$ cat config.mk
export PLATFORM = sky130hd
export DESIGN_NAME = regbank_wb_sched
export DESIGN_NICKNAME = d
export VERILOG_FILES = /design/src/rtl/regbank_wb_sched.sv
export SDC_FILE = /design/constraint.sdc
export NUM_CORES = 1
export LEC_CHECK = 0
export CAP_MARGIN = 40
export CORE_ASPECT_RATIO = 1.2
export CORE_MARGIN = 5
export CORE_UTILIZATION = 49
export CTS_BUF_LIST = sky130_fd_sc_hd__clkbuf_4 sky130_fd_sc_hd__clkbuf_8
export DETAILED_ROUTE_END_ITERATION = 7
export PLACE_DENSITY_LB_ADDON = 0.05
export SLEW_MARGIN = 15
export SYNTH_ARGS = -nofsm -noshare
export SYNTH_HDL_FRONTEND = slang
export SYNTH_SLANG_ARGS = --single-unit
$ cat constraint.sdc
create_clock -name clk_i -period 7.4 [get_ports clk_i]
set_clock_uncertainty 0.05 [all_clocks]
set_input_delay 2.22 -clock clk_i [delete_from_list [all_inputs] [get_ports clk_i]]
set_output_delay 2.22 -clock clk_i [all_outputs]
set_load 0.05 [all_outputs]
$ cat src/rtl/regbank_wb_sched.sv
// Write-back scheduler and busy scoreboard for the 32x32 register bank: round-robin ALU/LD/MUL arbitration.
// Optional WB_FORWARD_EN adds forwarding of the write currently presented to the bank.
module regbank_wb_sched #(
  parameter int DW         = 32,
  parameter int AW         = 5,
  parameter int NREG       = 32,
  parameter int MUL_HI_REG = 19,
  parameter int MUL_LO_REG = 20
) (
  input  logic          clk_i,
  input  logic          rst_ni,
  input  logic          alu_req_i,
  input  logic [AW-1:0] alu_rd_i,
  input  logic [DW-1:0] alu_data_i,
  output logic          alu_gnt_o,
  input  logic          ld_req_i,
  input  logic [AW-1:0] ld_rd_i,
  input  logic [DW-1:0] ld_data_i,
  output logic          ld_gnt_o,
  input  logic          mul_req_i,
  input  logic [DW-1:0] mul_hi_i,
  input  logic [DW-1:0] mul_lo_i,
  output logic          mul_gnt_o,
  input  logic          iss_valid_i,
  input  logic [AW-1:0] iss_rd_i,
  input  logic          iss_double_i,
  input  logic [AW-1:0] rs1_i,
  input  logic [AW-1:0] rs2_i,
  output logic          hazard_o,
  output logic          write_en_o,
  output logic [AW-1:0] reg_wr_o,
  output logic [DW-1:0] data_o,
  output logic [DW-1:0] mult_high_o,
  output logic [DW-1:0] mult_low_o,
`ifdef WB_FORWARD_EN
  output logic          fwd1_valid_o,
  output logic [DW-1:0] fwd1_data_o,
  output logic          fwd2_valid_o,
  output logic [DW-1:0] fwd2_data_o,
`endif
  output logic          double_o
);

  localparam logic [AW-1:0] HI_ADDR = AW'(MUL_HI_REG);
  localparam logic [AW-1:0] LO_ADDR = AW'(MUL_LO_REG);

  typedef enum logic [1:0] {SRC_ALU = 2'd0, SRC_LD = 2'd1, SRC_MUL = 2'd2} src_e;

  src_e            ptr_q, ptr_d;
  logic            alu_win, ld_win, mul_win;
  logic            wen_q, wen_d, dbl_q, dbl_d;
  logic [AW-1:0]   reg_wr_q, reg_wr_d;
  logic [DW-1:0]   data_q, data_d, mh_q, mh_d, ml_q, ml_d;
  logic [NREG-1:0] busy_q, busy_d;
  logic            busy1, busy2, hit1, hit2;

  always_comb begin
    alu_win = 1'b0;
    ld_win  = 1'b0;
    mul_win = 1'b0;
    case (ptr_q)
      SRC_LD: begin
        if (ld_req_i) ld_win = 1'b1;
        else if (mul_req_i) mul_win = 1'b1;
        else if (alu_req_i) alu_win = 1'b1;
        else alu_win = 1'b0;
      end
      SRC_MUL: begin
        if (mul_req_i) mul_win = 1'b1;
        else if (alu_req_i) alu_win = 1'b1;
        else if (ld_req_i) ld_win = 1'b1;
        else alu_win = 1'b0;
      end
      default: begin
        if (alu_req_i) alu_win = 1'b1;
        else if (ld_req_i) ld_win = 1'b1;
        else if (mul_req_i) mul_win = 1'b1;
        else alu_win = 1'b0;
      end
    endcase
    if (alu_win) ptr_d = SRC_LD;
    else if (ld_win) ptr_d = SRC_MUL;
    else if (mul_win) ptr_d = SRC_ALU;
    else ptr_d = ptr_q;
  end

  // Grants are suppressed while reset is asserted so no source believes it was consumed.
  assign alu_gnt_o = alu_win & rst_ni;
  assign ld_gnt_o  = ld_win & rst_ni;
  assign mul_gnt_o = mul_win & rst_ni;

  always_comb begin
    wen_d    = 1'b0;
    dbl_d    = 1'b0;
    reg_wr_d = reg_wr_q;
    data_d   = data_q;
    mh_d     = mh_q;
    ml_d     = ml_q;
    busy_d   = busy_q;
    if (alu_win) begin
      wen_d            = (alu_rd_i != '0);
      reg_wr_d         = alu_rd_i;
      data_d           = alu_data_i;
      busy_d[alu_rd_i] = 1'b0;
    end else if (ld_win) begin
      wen_d           = (ld_rd_i != '0);
      reg_wr_d        = ld_rd_i;
      data_d          = ld_data_i;
      busy_d[ld_rd_i] = 1'b0;
    end else if (mul_win) begin
      wen_d           = 1'b1;
      dbl_d           = 1'b1;
      reg_wr_d        = HI_ADDR;
      mh_d            = mul_hi_i;
      ml_d            = mul_lo_i;
      busy_d[HI_ADDR] = 1'b0;
      busy_d[LO_ADDR] = 1'b0;
    end else begin
      wen_d = 1'b0;
    end
    // Issue is applied after the clear so a newer producer keeps the register busy.
    if (iss_valid_i) begin
      if (iss_double_i) begin
        busy_d[HI_ADDR] = 1'b1;
        busy_d[LO_ADDR] = 1'b1;
      end else begin
        busy_d[iss_rd_i] = 1'b1;
      end
    end else begin
      busy_d[0] = 1'b0;
    end
    busy_d[0] = 1'b0;
  end

  always_ff @(posedge clk_i or negedge rst_ni) begin
    if (!rst_ni) begin
      ptr_q    <= SRC_ALU;
      wen_q    <= 1'b0;
      dbl_q    <= 1'b0;
      reg_wr_q <= '0;
      data_q   <= '0;
      mh_q     <= '0;
      ml_q     <= '0;
      busy_q   <= '0;
    end else begin
      ptr_q    <= ptr_d;
      wen_q    <= wen_d;
      dbl_q    <= dbl_d;
      reg_wr_q <= reg_wr_d;
      data_q   <= data_d;
      mh_q     <= mh_d;
      ml_q     <= ml_d;
      busy_q   <= busy_d;
    end
  end

  assign write_en_o  = wen_q;
  assign double_o    = dbl_q;
  assign reg_wr_o    = reg_wr_q;
  assign data_o      = data_q;
  assign mult_high_o = mh_q;
  assign mult_low_o  = ml_q;

  assign busy1 = (rs1_i != '0) & busy_q[rs1_i];
  assign busy2 = (rs2_i != '0) & busy_q[rs2_i];
  // A double write occupies both the high register (reg_wr) and the low register.
  assign hit1  = wen_q & (rs1_i != '0) & ((rs1_i == reg_wr_q) | (dbl_q & (rs1_i == LO_ADDR)));
  assign hit2  = wen_q & (rs2_i != '0) & ((rs2_i == reg_wr_q) | (dbl_q & (rs2_i == LO_ADDR)));

`ifdef WB_FORWARD_EN
  assign hazard_o     = busy1 | busy2;
  assign fwd1_valid_o = hit1;
  assign fwd2_valid_o = hit2;
  assign fwd1_data_o  = dbl_q ? ((rs1_i == LO_ADDR) ? ml_q : mh_q) : data_q;
  assign fwd2_data_o  = dbl_q ? ((rs2_i == LO_ADDR) ? ml_q : mh_q) : data_q;
`else
  assign hazard_o = busy1 | busy2 | hit1 | hit2;
`endif

endmodule
# Yosys cells after proc, flatten, opt, wreduce, memory -nomap -nowiden
# Cells that the tools add are included.
# totals
ff_bits	136
latchBits	0
ramBits	0
romBits	0
in_bits	160
output_inout_bits	107
n_memories	0
# op_classes
addsub	0
mul	0
div	0
n_lt_le_gt_ge	8
n_eq_ne	6
n_shift	0
n_mux	44
bitwise_logic	23
reduce_logical	10
# ops
cell	count
$mux W32	3
$and A32 B32 Y32	2
$not A32 Y32	2
$mux W19	2
$or A32 B32 Y32	1
$mux W31	1
$lt A5 B6 Y1 const B	5
$mux W11	2
$reduce_bool A5 Y1	4
$mux W1	19
$demux W1 S5	3
$ge A5 B1 Y1 const B	3
$mux W5	3
$mux W2	6
$and A1 B1 Y1	11
$bmux W1 S5	2
$eq A5 B5 Y1	2
$eq A5 B5 Y1 const B	2
$pmux W1 S2	3
$or A1 B1 Y1	5
$logic_and A1 B1 Y1	3
$reduce_and A3 Y1	1
$reduce_bool A3 Y1	1
$eq A2 B1 Y1 const B	1
other kinds (3)	4

# Logic depth before layout (Yosys ltp)
# depth
depth_word	11
depth_mapped	9

# Worst setup path after synthesis
# No wires, ideal clock.
# synth_path
path_type	input to output
from	input rs1_i[1]
to	output hazard_o
arrival_time_ps	3893
required_ps	5130
path_slack_ps	1237
path_stages	6
path_buffers	1
path_cell_list	buf_2 > mux4_2 > inv_1 > a2111oi_0 > a31oi_1 > o2111ai_1
# synth_via
elab_chain_len	6
elab_cells_between_ends	13
cone_classes	eq/ne (2); mux (2); bitwise (8); reduce/logical (1)
# synth_lines
item	line_no	source
start: declaration	27	input logic [AW-1:0] rs1_i,
$bmux W1 S5 / $eq A5 B5 Y1 (equally long branches)	164, 167	
$mux W1 (implied by the code) / $and A1 B1 Y1 (equally long branches)	164, 167	
$and A1 B1 Y1 / $or A1 B1 Y1 (equally long branches)	164, 167	
$or A1 B1 Y1 / $and A1 B1 Y1 (equally long branches)	177, 167	
$or A1 B1 Y1 (*) (2 in series)	177	assign hazard_o = busy1 | busy2 | hit1 | hit2;
end: declaration	29	output logic hazard_o,
# Mark *: on every way between the ends. The rest lies on a longest branch, timed or not. The select of a mux whose other input is x is not followed.

# Final worst setup path
# layout_path
from	input rs1_i[0]
to	output hazard_o
# Same word-level chain as after synthesis.

==> reports/summary.txt <==
Depth of the worst hold-timing path: 1
DR iter-0 viols: 462
Instance count after placement with tap cells included: 1064
Power consumption: 4.70 mW
Floorplan die height: 140 um
Synthesized area: 6900 sq um
Total global-route track usage: 28.7%
Detailed-router iteration count before antenna repair: 5
Biggest cell delay along the critical path: 0.72 ns
Class of the tightest hold or removal check: flop to flop
Clock transition time at the flip-flop clock pins of the worst setup and hold paths: 0.07 ns
Final std cells w/o fill: 1097
Asr flop ratio synth: 100%
Post-CTS Hold Buffers: 0
Hpwl dp: 18000 um
Most frequently used cell type in the post-synthesis netlist: dfrtp_1
Total count of hold-check failures in the final report: 0
DRC violations left: 0
TritonCTS clock tree: built
Leakage component of the power: 4.07 nW
Average wire per cell in the routed design: 21.6 um
Number of cell instances on the worst register-to-register path: 7
Transition time at the pin with the least slew margin: 0.892 ns
Port Buffers: 266
Net count after synthesis: 828
Worst path arrival time: 4.57 ns
Biggest area consumer among synthesized cells: dfrtp_1
Count of synthesis-stage warnings from yosys: 0
Root buf cell: clkbuf_8
Count of filler cells inserted in the layout: 1027
Switching share of total power: 48.3%
Final nets: 1075
DRT antenna net count: 0
Type of destination of the critical path: output port
Synthesized area per cell: 10.4 sq um
Number of antenna violations at the first check in global routing: 0
Antenna diode count: 0
Largest fanout of any net on the critical path: 12
Main synth FF type: dfrtp_1
Yosys top cell area share: 49.3%
Buffer count from post-CTS setup fixing: 0
Count of flip-flops with a built-in enable after synthesis: 0
Post-synthesis instance total: 666
Core Region: 13800 sq um
Result of the run: finished clean
Register share of total power: 28.2%
Final Wtd Congestion: 0.969
Die ar.: 16600 sq um
Vias per Instance: 5.94
Site Rows: 47
Power per standard cell area: 465 nW/um^2
Share of power burned in the clock network: 14.0%
Remaining Overflow, GRT: 0
Peak Freq: 146 MHz
Final setup violation count: 0
Pin count of the biggest net entering global routing: 68
Critical Path Source Type: primary input
Kind of critical path: primary input to output port
Initial Util: 50.0%
First-pass GRT wire length: 37800 um
Utilization of the core after routing: 73.1%
Die width: 118 um
Final critical delay including setup and external delays: 6.84 ns
Max clock buf depth: 2
Synth cell count leaders: 136 x dfrtp_1, 83 x nand2_1, 50 x nor2_1
Max-capacitance violation count: 0
Yosys reg bits: 136
Accumulated negative setup slack: 0 ns
Clk sink count: 136
Fraction of layout cells with a size suffix above 1: 11.9%
Headroom to the max-slew limit: 40.5%
Worst Path Required: 5.13 ns
Post-detailed-routing wire length: 23700 um
Number of levels in the clock H-tree: 4
Clock latency reported for the late side of the worst-skew pair: 0.46 ns
Synth area leaders: dfrtp_1 49%, mux2_2 7.3%, nand2_1 4.5%
Count of cells resized by post-cts repair: 0
NetSw: 2.27 mW
Vias post-DR: 6513
Combinational share of power: 57.8%
CP cell instances: clkdlybuf4s50_1, or3_1, nor3_1, nor4_1, o31ai_1, o2111ai_1, buf_4
Slew Limit Fails: 0
Netlist cell types: 55
Ports: 267
Fraction of the cycle the final worst path needs: 92.4%
Setup repair after global routing missed its margin: false
Post-synthesis sequential area ratio: 49.3%
Worst-case vdd ir drop: 0.354 mV
Number of global-route vias before repair: 6953
Master of the slowest instance on the critical path: clkdlybuf4s50_1
Signed area change from the synthesized netlist to the final layout: 46.4%
CTS buffer count: 17
Cell internal pwr: 2.43 mW
worst paths after layout:
check,slack (ns),to,from
hold / removal,0.44,mult_high_o[25]$_DFFE_PN0P_,mult_high_o[25]$_DFFE_PN0P_
hold reg to reg,0.44,mult_high_o[25]$_DFFE_PN0P_,mult_high_o[25]$_DFFE_PN0P_
max in group asynchronous,4.86,busy_q[31]$_DFF_PN0_,rst_ni
setup / recovery,0.56,hazard_o,rs1_i[0]
min in group asynchronous,1.56,busy_q[11]$_DFF_PN0_,rst_ni
setup reg to reg,4.11,mult_high_o[3]$_DFFE_PN0P_,ptr_q[0]$_DFFE_PN0P_
sequential cells by signal, indices dropped and copies added, names as in the netlist:
signal and cells:
reg_wr_o 5, data_o 32, busy_q 31, ptr_q 2, mult_high_o 32, write_en_o 1, double_o 1, mult_low_o 32
worst max-delay path: cells and delay by family:
family	cells	cell delay, ns
buf+inv	2	0.95
simple gates	3	0.84
compound gates	2	0.56
placed cells by master, fill, tap and decap left out, types with 4 or more instances in the layout:
cell type	Yosys	routed
clkdlybuf4s50_1	0	262
dfrtp_1	136	136
nand2_1	83	83
nor2_1	50	50
mux2_2	45	45
a31oi_1	35	35
o21ai_0	30	30
o22ai_1	24	24
mux2_1	23	23
clkbuf_8	0	19
nor3_1	18	18
inv_1	16	16
nor4_1	15	15
nand3_1	12	12
nor2b_1	10	10
mux4_2	10	10
buf_4	4	10
nand3b_1	8	8
o2111ai_1	8	8
nor3b_1	8	8
xnor2_1	7	7
and3_1	6	6
mux2i_1	6	6
nand2b_1	5	5
o21bai_1	5	5
a2111oi_0	5	5
o31ai_1	5	5
o41ai_1	4	4
or3_1	4	4
a21oi_1	5	4
area by class of cell:
type	instances	area, sq um	area share [%]
flip-flops and latches	136	3400	33.7
multi-input cells	466	3220	31.9
repair buffers	276	2780	27.5
clock buffers	22	284	2.81
well taps	171	214	2.12
clock inverters	10	144	1.42
inverters	16	60.1	0.594
cells by family after synthesis:
kind of cell	count (synthesis)	synth area share [%]
buffers and inverters	64	4.33
muxes	84	15.2
adders and majority gates	2	0.362
DFF	136	49.3
xor gates and xnor gates	9	1.14
AOI/OAI and AO/OA	142	13.8
and+or+nand+nor	229	15.9
metrics by stage:
| step | hold WS, ns | setup WS [ns] | cell area, sq um |
|---|---|---|---|
| CTS | 0.447 | 0.497 | 10100 |
| global route | 0.448 | 0.395 | 10100 |
| floorplan | 0.423 | 1.24 | 6900 |
| finish | 0.444 | 0.561 | 10100 |
| global placement | 0.422 | 0.653 | 9630 |
| detailed placement | 0.434 | 0.503 | 9650 |
metal layers:
layer  GRT usage (%)  wire length (um)  up-vias
li1                -                 -     2928
met1            33.1              8490     3171
met2            47.8             12000      339
met3            9.60              2200       75
met4            13.9              1020        0
met5               0                 0        -
power groups by stage:
| stage | clock network (mW) | logic [mW] | registers (mW) |
|---|---|---|---|
| 6_report | 0.658 | 2.72 | 1.33 |
| 5_1_grt | 0.701 | 2.86 | 1.37 |
| 4_1_cts | 0.668 | 2.73 | 1.32 |
| 3_5_place_dp | 0 | 2.71 | 1.33 |
| 3_3_place_gp | 0 | 2.65 | 1.31 |
| 2_1_floorplan | 0 | 0.778 | 2.29 |
No activity file was read; power rests on OpenSTA's default activity.
